File: src/rtl/cell_histogram_accumulator.sv
// ============================================================================
// Module   : cell_histogram_accumulator
// Brief    : Sums CELL_ROWS per-row partial histograms into one cell histogram;
//            the accumulator and output register let the next cell start while
//            the previous one is still being drained. Optional macro HIST_SAT_EN
//            selects saturating adds and a sticky out_sat flag.
// Revision : 1.0  initial release
// ============================================================================
`default_nettype none

module cell_histogram_accumulator #(
  parameter int INPUT_BIN_WIDTH  = 11,
  parameter int OUTPUT_BIN_WIDTH = 14,
  parameter int BINS             = 9,
  parameter int CELL_ROWS        = 8
) (
  input  logic                             clk,
  input  logic                             rst_n,
  input  logic                             clear,
  input  logic                             in_valid,
  output logic                             in_ready,
  input  logic [INPUT_BIN_WIDTH*BINS-1:0]  in_histogram,
  output logic                             out_valid,
  input  logic                             out_ready,
  output logic [OUTPUT_BIN_WIDTH*BINS-1:0] out_histogram,
  output logic                             out_sat
);

  localparam int CNT_W = (CELL_ROWS > 1) ? $clog2(CELL_ROWS) : 1;
  localparam logic [CNT_W-1:0] LAST_ROW = CNT_W'(CELL_ROWS - 1);

  logic [CNT_W-1:0]                        row_cnt_q, row_cnt_d;
  logic [BINS-1:0][OUTPUT_BIN_WIDTH-1:0]   acc_q, acc_d;
  logic [BINS-1:0][OUTPUT_BIN_WIDTH-1:0]   out_hist_q, out_hist_d;
  logic [BINS-1:0][OUTPUT_BIN_WIDTH-1:0]   sum_w;
  logic                                    out_valid_q, out_valid_d;
  logic                                    first_row, last_row, accept, load_out;

  assign first_row = (row_cnt_q == '0);
  assign last_row  = (row_cnt_q == LAST_ROW);
  // Only the closing beat needs a free output register; earlier rows never stall.
  assign in_ready  = !clear && !(last_row && out_valid_q && !out_ready);
  assign accept    = in_valid && in_ready;
  assign load_out  = accept && last_row;

`ifdef HIST_SAT_EN
  localparam int SUM_W = ((INPUT_BIN_WIDTH > OUTPUT_BIN_WIDTH) ?
                          INPUT_BIN_WIDTH : OUTPUT_BIN_WIDTH) + 1;
  localparam logic [SUM_W-1:0] BIN_MAX = SUM_W'({OUTPUT_BIN_WIDTH{1'b1}});

  logic [BINS-1:0] clip_w;
  logic            acc_clip_q, acc_clip_d, out_sat_q, out_sat_d, cell_clip;

  for (genvar b = 0; b < BINS; b++) begin : g_bin
    logic [SUM_W-1:0] base_w, raw_w;
    assign base_w    = first_row ? '0 : SUM_W'(acc_q[b]);
    assign raw_w     = base_w + SUM_W'(in_histogram[b*INPUT_BIN_WIDTH +: INPUT_BIN_WIDTH]);
    assign clip_w[b] = (raw_w > BIN_MAX);
    assign sum_w[b]  = clip_w[b] ? BIN_MAX[OUTPUT_BIN_WIDTH-1:0] : raw_w[OUTPUT_BIN_WIDTH-1:0];
  end

  // A clipped bin stays at max on later adds, so one sticky flag per cell suffices.
  assign cell_clip = (|clip_w) || (!first_row && acc_clip_q);

  always_comb begin
    acc_clip_d = acc_clip_q;
    out_sat_d  = out_sat_q;
    if (accept && !last_row) acc_clip_d = cell_clip;
    if (load_out)            out_sat_d  = cell_clip;
  end

  always_ff @(posedge clk or negedge rst_n) begin
    if (!rst_n) begin
      acc_clip_q <= 1'b0;
      out_sat_q  <= 1'b0;
    end else begin
      acc_clip_q <= acc_clip_d;
      out_sat_q  <= out_sat_d;
    end
  end

  assign out_sat = out_sat_q;
`else
  for (genvar b = 0; b < BINS; b++) begin : g_bin
    logic [OUTPUT_BIN_WIDTH-1:0] base_w;
    assign base_w   = first_row ? '0 : acc_q[b];
    assign sum_w[b] = base_w +
                      OUTPUT_BIN_WIDTH'(in_histogram[b*INPUT_BIN_WIDTH +: INPUT_BIN_WIDTH]);
  end

  assign out_sat = 1'b0;
`endif

  always_comb begin
    row_cnt_d   = row_cnt_q;
    acc_d       = acc_q;
    out_hist_d  = out_hist_q;
    out_valid_d = out_valid_q;
    if (out_ready) out_valid_d = 1'b0;
    if (clear) begin
      row_cnt_d = '0;
    end else if (accept) begin
      if (last_row) begin
        row_cnt_d   = '0;
        out_hist_d  = sum_w;
        out_valid_d = 1'b1;
      end else begin
        row_cnt_d = row_cnt_q + 1'b1;
        acc_d     = sum_w;
      end
    end
  end

  always_ff @(posedge clk or negedge rst_n) begin
    if (!rst_n) begin
      row_cnt_q   <= '0;
      acc_q       <= '0;
      out_hist_q  <= '0;
      out_valid_q <= 1'b0;
    end else begin
      row_cnt_q   <= row_cnt_d;
      acc_q       <= acc_d;
      out_hist_q  <= out_hist_d;
      out_valid_q <= out_valid_d;
    end
  end

  assign out_valid     = out_valid_q;
  assign out_histogram = out_hist_q;

endmodule

`default_nettype wire

File: config.mk
export PLATFORM = sky130hd
export DESIGN_NAME = cell_histogram_accumulator
export DESIGN_NICKNAME = d
export VERILOG_FILES = /design/src/rtl/cell_histogram_accumulator.sv
export SDC_FILE = /design/constraint.sdc
export NUM_CORES = 1
export LEC_CHECK = 0
export ABC_AREA = 1
export CORE_MARGIN = 2
export CORE_UTILIZATION = 35
export CTS_CLUSTER_DIAMETER = 150
export DETAILED_ROUTE_END_ITERATION = 10
export PLACE_DENSITY = 0.64
export SETUP_SLACK_MARGIN = 0.1
export SLEW_MARGIN = 20
export SYNTH_ARGS = -nofsm -noshare
export SYNTH_HDL_FRONTEND = slang
export SYNTH_SLANG_ARGS = --single-unit
File: constraint.sdc
create_clock -name clk -period 3 [get_ports clk]
set_input_delay 0.3 -clock clk [delete_from_list [all_inputs] [get_ports clk]]
set_output_delay 0.3 -clock clk [all_outputs]
set_load 0.02 [all_outputs]
; After elaboration in Yosys (flattened, before gate mapping)
; Index checks and enable logic that the tools add are counted.
[word_totals]
regBits = 256
input_bits = 104
wordCells = 60
[classes]
n_addsub = 10
n_eq_ne = 1
mux = 16
bitwise_logic = 2
reduce_logical = 11
[op_table]
columns = operator, n
row1 = 14-bit by 11-bit adder with 14-bit output, 9
row2 = 14-bit 2-to-1 mux, 9
row3 = 3-bit 2-to-1 mux, 3
row4 = 3-bit AND reduction, 2
row5 = 1-bit logical AND, 4
row6 = 1-bit 2-to-1 mux, 4
row7 = "3-bit by 1-bit adder with 3-bit output, second input constant", 1
row8 = "3-bit equality test, second input constant", 1
row9 = 1-bit zero test, 3
row10 = 3-bit zero test, 1
row11 = 1-bit inverter, 2
row12 = 2-bit nonzero test, 1

; Longest topological paths before layout
[logic_depth]
word_depth = 8
mapped_depth = 19
mapped_depth_nobuf = 17

; Least setup slack after synthesis
; OpenSTA, ideal clock, no wires.
[synth_path]
path_type = register -> register
start = reg row_cnt_q[0]
end = reg acc_q[118] (netlist name)
arrival_time_ps = 2518
required_time_ps = 2872
setup_slack_ps = 354
stages_incl_launch_ff = 17
path_buffers = 2
path_cell_list = dfrtp_1 > inv_1 > ha_1 > nand2_4 > buf_4 > inv_2 > clkbuf_1 > nor2_1 > ha_1 > fa_1 > nand3_1 > nand2_1 > nand2_1 > nand2_1 > or2_1 > nand3_1 > o21ai_1
[synth_via]
elab_chain_cells = 7
[synth_lines]
columns = element, line_no
row1 = "start, declared", 32  ; logic [CNT_W-1:0] row_cnt_q, row_cnt_d;
row2 = "start signal, assigned", 121  ; row_cnt_q <= row_cnt_d;
row3 = branches (longest 7 deep; another with 14-bit by 11-bit adder with 14-bit output), --
row4 = "end signal, assigned", 117  ; acc_q <= '0;
row5 = "end signal, assigned", 122  ; acc_q <= acc_d;
row6 = "end, declared", 33  ; logic [BINS-1:0][OUTPUT_BIN_WIDTH-1:0] acc_q, acc_d;
; Parallel ways; which one is timed is not known.
; A chain may end at the register's enable or synchronous reset.

; Final worst setup path
; Same ends and word-level chain as after synthesis.

==> flow_summary.rst <==
.. list-table::
   :header-rows: 1

   * - Metric
     - Value
   * - Depth of the CTS H-tree
     - 2
   * - Clock sink count
     - 256
   * - Sequential Area
     - 0.00641 mm²
   * - Count of pins over their slew limit
     - 0
   * - Logic depth of the worst register-to-register path
     - 15
   * - Worst Max-Slew Pin Slew
     - 0.719 ns
   * - Fill cell instance count of the final layout
     - 4,798
   * - Y dimension of the die
     - 221 µm
   * - Number of antenna violations at the first check in global routing
     - 4
   * - Count of flip-flops with a built-in enable after synthesis
     - 0
   * - Antenna Violating Nets Remaining
     - 0
   * - Post-CTS setup buffers
     - 0
   * - Placeable core area
     - 0.0466 mm²
   * - Count of boundary I/O pins
     - 233
   * - Total CTS buffers
     - 34
   * - Area share of the leading cell type in the synthesized netlist
     - 0.387
   * - Required time worst endpoint
     - 3.39 ns
   * - Synthesized area per cell
     - 6.92 µm²
   * - Critical Path Sink Type
     - register
   * - Path type of the worst setup path
     - register to register
   * - Worst clock skew
     - 0.0116 ns
   * - Area of all placed cells without fillers
     - 0.0207 mm²
   * - Setup repair after global routing missed its margin
     - no
   * - First-pass GRT wire length
     - 77,100 µm
   * - Port Buffers
     - 231
   * - Leftover overflow at the end of global routing
     - 0
   * - Setup TNS
     - 0 ns
   * - Pin count of the biggest net entering global routing
     - 139
   * - Worst path bufs/invs
     - 4
   * - Commonest cells post-synth
     - nand2_1, inv_1, dfrtp_1, nand3_1, nor2_1
   * - CTS tree
     - yes
   * - Tot GR Track Use
     - 0.191
   * - DRT iter0 DRCs
     - 907
   * - Wire length per cell
     - 14.4 µm
   * - #FFs+latches synth
     - 256
   * - Utilization after layout
     - 0.445
   * - Final Hold Fails
     - 0
   * - Worst path top cell family by delay
     - simple AND/OR/NAND/NOR gates
   * - Clock Tree Root
     - clkbuf_16
   * - Via density
     - 4.74
   * - Proportion of register bits with asynchronous set or reset after synthesis
     - 1.00
   * - Post-layout minimum cycle time
     - 2.67 ns
   * - Vias in the first global route
     - 15,100
   * - Clock network latency to the later pin of the worst-skew pair
     - 0.53 ns
   * - Via count
     - 15,400
   * - Result of the run
     - finished, final reports clean
   * - Area Growth Syn to Fin
     - 25.1%
   * - Path class of the lowest-slack min-delay path
     - primary input to async pin
   * - Worst reg2reg startpoint
     - row_cnt_q[0]
   * - Clock input transition at the sequential cells of the worst setup and hold paths
     - 0.06 ns
   * - Cells taking the most area after synthesis
     - dfrtp_1, nand2_1, ha_1
   * - Initial standard-cell utilization of the core
     - 0.355
   * - Number of remaining DRC errors
     - 0
   * - Worst Path Arrival
     - 3.06 ns
   * - Ratio of final minimum period to clock period
     - 0.891
   * - Critical path peak fanout
     - 13
   * - Maximum clock frequency
     - 0.374 GHz
   * - Largest area contributor in the synthesized netlist
     - dfrtp_1
   * - Critical Path, Cell by Cell
     - inv_1 -> ha_1 -> nand2_4 -> inv_4 -> buf_12 -> buf_6 -> nor2_1 -> ha_1 -> a21oi_1 -> nand2_2 -> nand2_1 -> nand2_1 -> or2_1 -> nand3_1 -> o21ai_1
   * - Instance count of the mapped netlist
     - 2,391
   * - Worst max-slew margin expressed relative to the limit
     - 0.520
   * - Syn_nets
     - 2,606
   * - Std cell rows
     - 79
   * - Part of the Yosys area used for sequential elements
     - 0.387
   * - Worst setup slack for register-to-register paths
     - 0.33 ns
   * - Mapped cell area
     - 0.0165 mm²
   * - Number of optimization iterations in the first detailed-route pass
     - 5
   * - Total power per unit cell area
     - 529 mW/mm²
   * - Dpl hpwl
     - 33,600 µm
   * - DIE AREA
     - 0.0490 mm²
   * - Final Net Count
     - 2,829
   * - Dominant register cell in the synthesized netlist
     - dfrtp_1
   * - Delay contributed by the slowest stage of the critical path
     - 0.38 ns
   * - Max_cap viols
     - 0
   * - Overall power
     - 0.0109 W
   * - Last weighted congestion value of the routability-driven placer
     - 0.904
   * - Horizontal die dimension
     - 221 µm
   * - Finish-stage setup viols
     - 0
   * - Fraction of final layout cells sized beyond drive strength 1
     - 0.0356
   * - Area of the multi-input gates
     - 0.00857 mm²
   * - Cell area reported after detailed placement
     - 0.0196 mm²
   * - Worst flop-to-flop path endpoint
     - acc_q[118]
   * - Count of synthesis-stage warnings from yosys
     - 0
   * - VDD IR-drop max
     - 424 µV
   * - Count of cell types in the netlist
     - 31
   * - Count leader, synth
     - nand2_1
   * - Type of origin of the critical path
     - register
   * - Leakage Power
     - 11.1 nW
   * - Total inserted antenna cells
     - 0
   * - Final standard cell count with taps included and fillers excluded
     - 3,245
   * - Final WL
     - 46,800 µm
   * - Buffers from clock root to sink, at most
     - 3
   * - Slowest stage cell on the critical path
     - dfrtp_1
   * - Post-Place Cells
     - 3,184
-- sequential cells by signal, indices dropped and copies added, names as in the netlist --
| name | count |
|---|---|
| acc_q | 126 |
| out_histogram | 126 |
| out_valid | 1 |
| row_cnt_q | 3 |
-- stage by stage --
| stage | hold slack [ns] | worst slack [ns] |
|---|---|---|
| finish | 0.292 | 0.328 |
| global route | 0.318 | 0.0876 |
| CTS | 0.276 | 0.193 |
| detailed placement | 0.259 | 0.238 |
| global placement | 0.255 | 0.294 |
| floorplan | 0.00441 | 0.354 |
-- logic make-up (layout without fill, tap and decap cells) --
family	after synthesis	count (layout)	synth area share
simple gates	1422	1422	0.353
other cells	1	1	0.000227
compound gates	167	167	0.0527
flops	256	256	0.387
buf+inv	389	636	0.0954
xor+xnor	45	45	0.0238
fa+ha+maj	111	111	0.0880
-- worst max-delay path by stage --
stage                  from                end  slack (ns)  cells after the start
4_1_cts        row_cnt_q[0]         acc_q[118]        0.19                     15
6_report       row_cnt_q[0]         acc_q[118]        0.33                     15
3_3_place_gp   row_cnt_q[0]  out_histogram[54]        0.29                     17
3_5_place_dp   row_cnt_q[0]         acc_q[118]        0.24                     15
5_1_grt        row_cnt_q[0]          acc_q[48]        0.09                     15
2_1_floorplan  row_cnt_q[0]         acc_q[118]        0.35                     16
-- where the power goes --
group          switching, W  internal [W]
Sequential         0.000178       0.00384
Combinational       0.00182       0.00111
Clock               0.00156       0.00244
-- cells in the final DEF (no fill, tap or decap), drive strengths merged, types with 9 or more instances in the layout --
cell           netlist  layout
nand2              921     921
inv                320     320
dfrtp              256     256
nand3              237     237
clkdlybuf4s50        0     230
nor2               192     192
o21ai              108     108
ha                 102     102
clkbuf              18      55
a21oi               49      49
xnor2               33      33
nand4               27      27
buf                 51      25
or2                 19      19
xor2                12      12
nor3                11      11
nand3b              10      10
o21a                 9       9
fa                   9       9
-- metal layers --
metal	track usage	share of wire
met4	0.0525	0.021
met5	0	0.0011
met3	0.0316	0.043
met2	0.316	0.45
met1	0.257	0.48
-- final cells by class --
class                   count  area share
inverters                 320      0.0584
flip-flops and latches    256       0.309
multi-input cells        1746       0.414
well taps                 607      0.0367
clock inverters             5     0.00121
clock buffers              55      0.0519
repair buffers            256       0.128
-- what timing repair did --
item	in CTS	in global routing
setup endpoints to repair	0	48
gates resized for setup	0	6
hold buffers	1	0
endpoints found under the hold margin	51	0
Power figures use the tool's default switching activity.
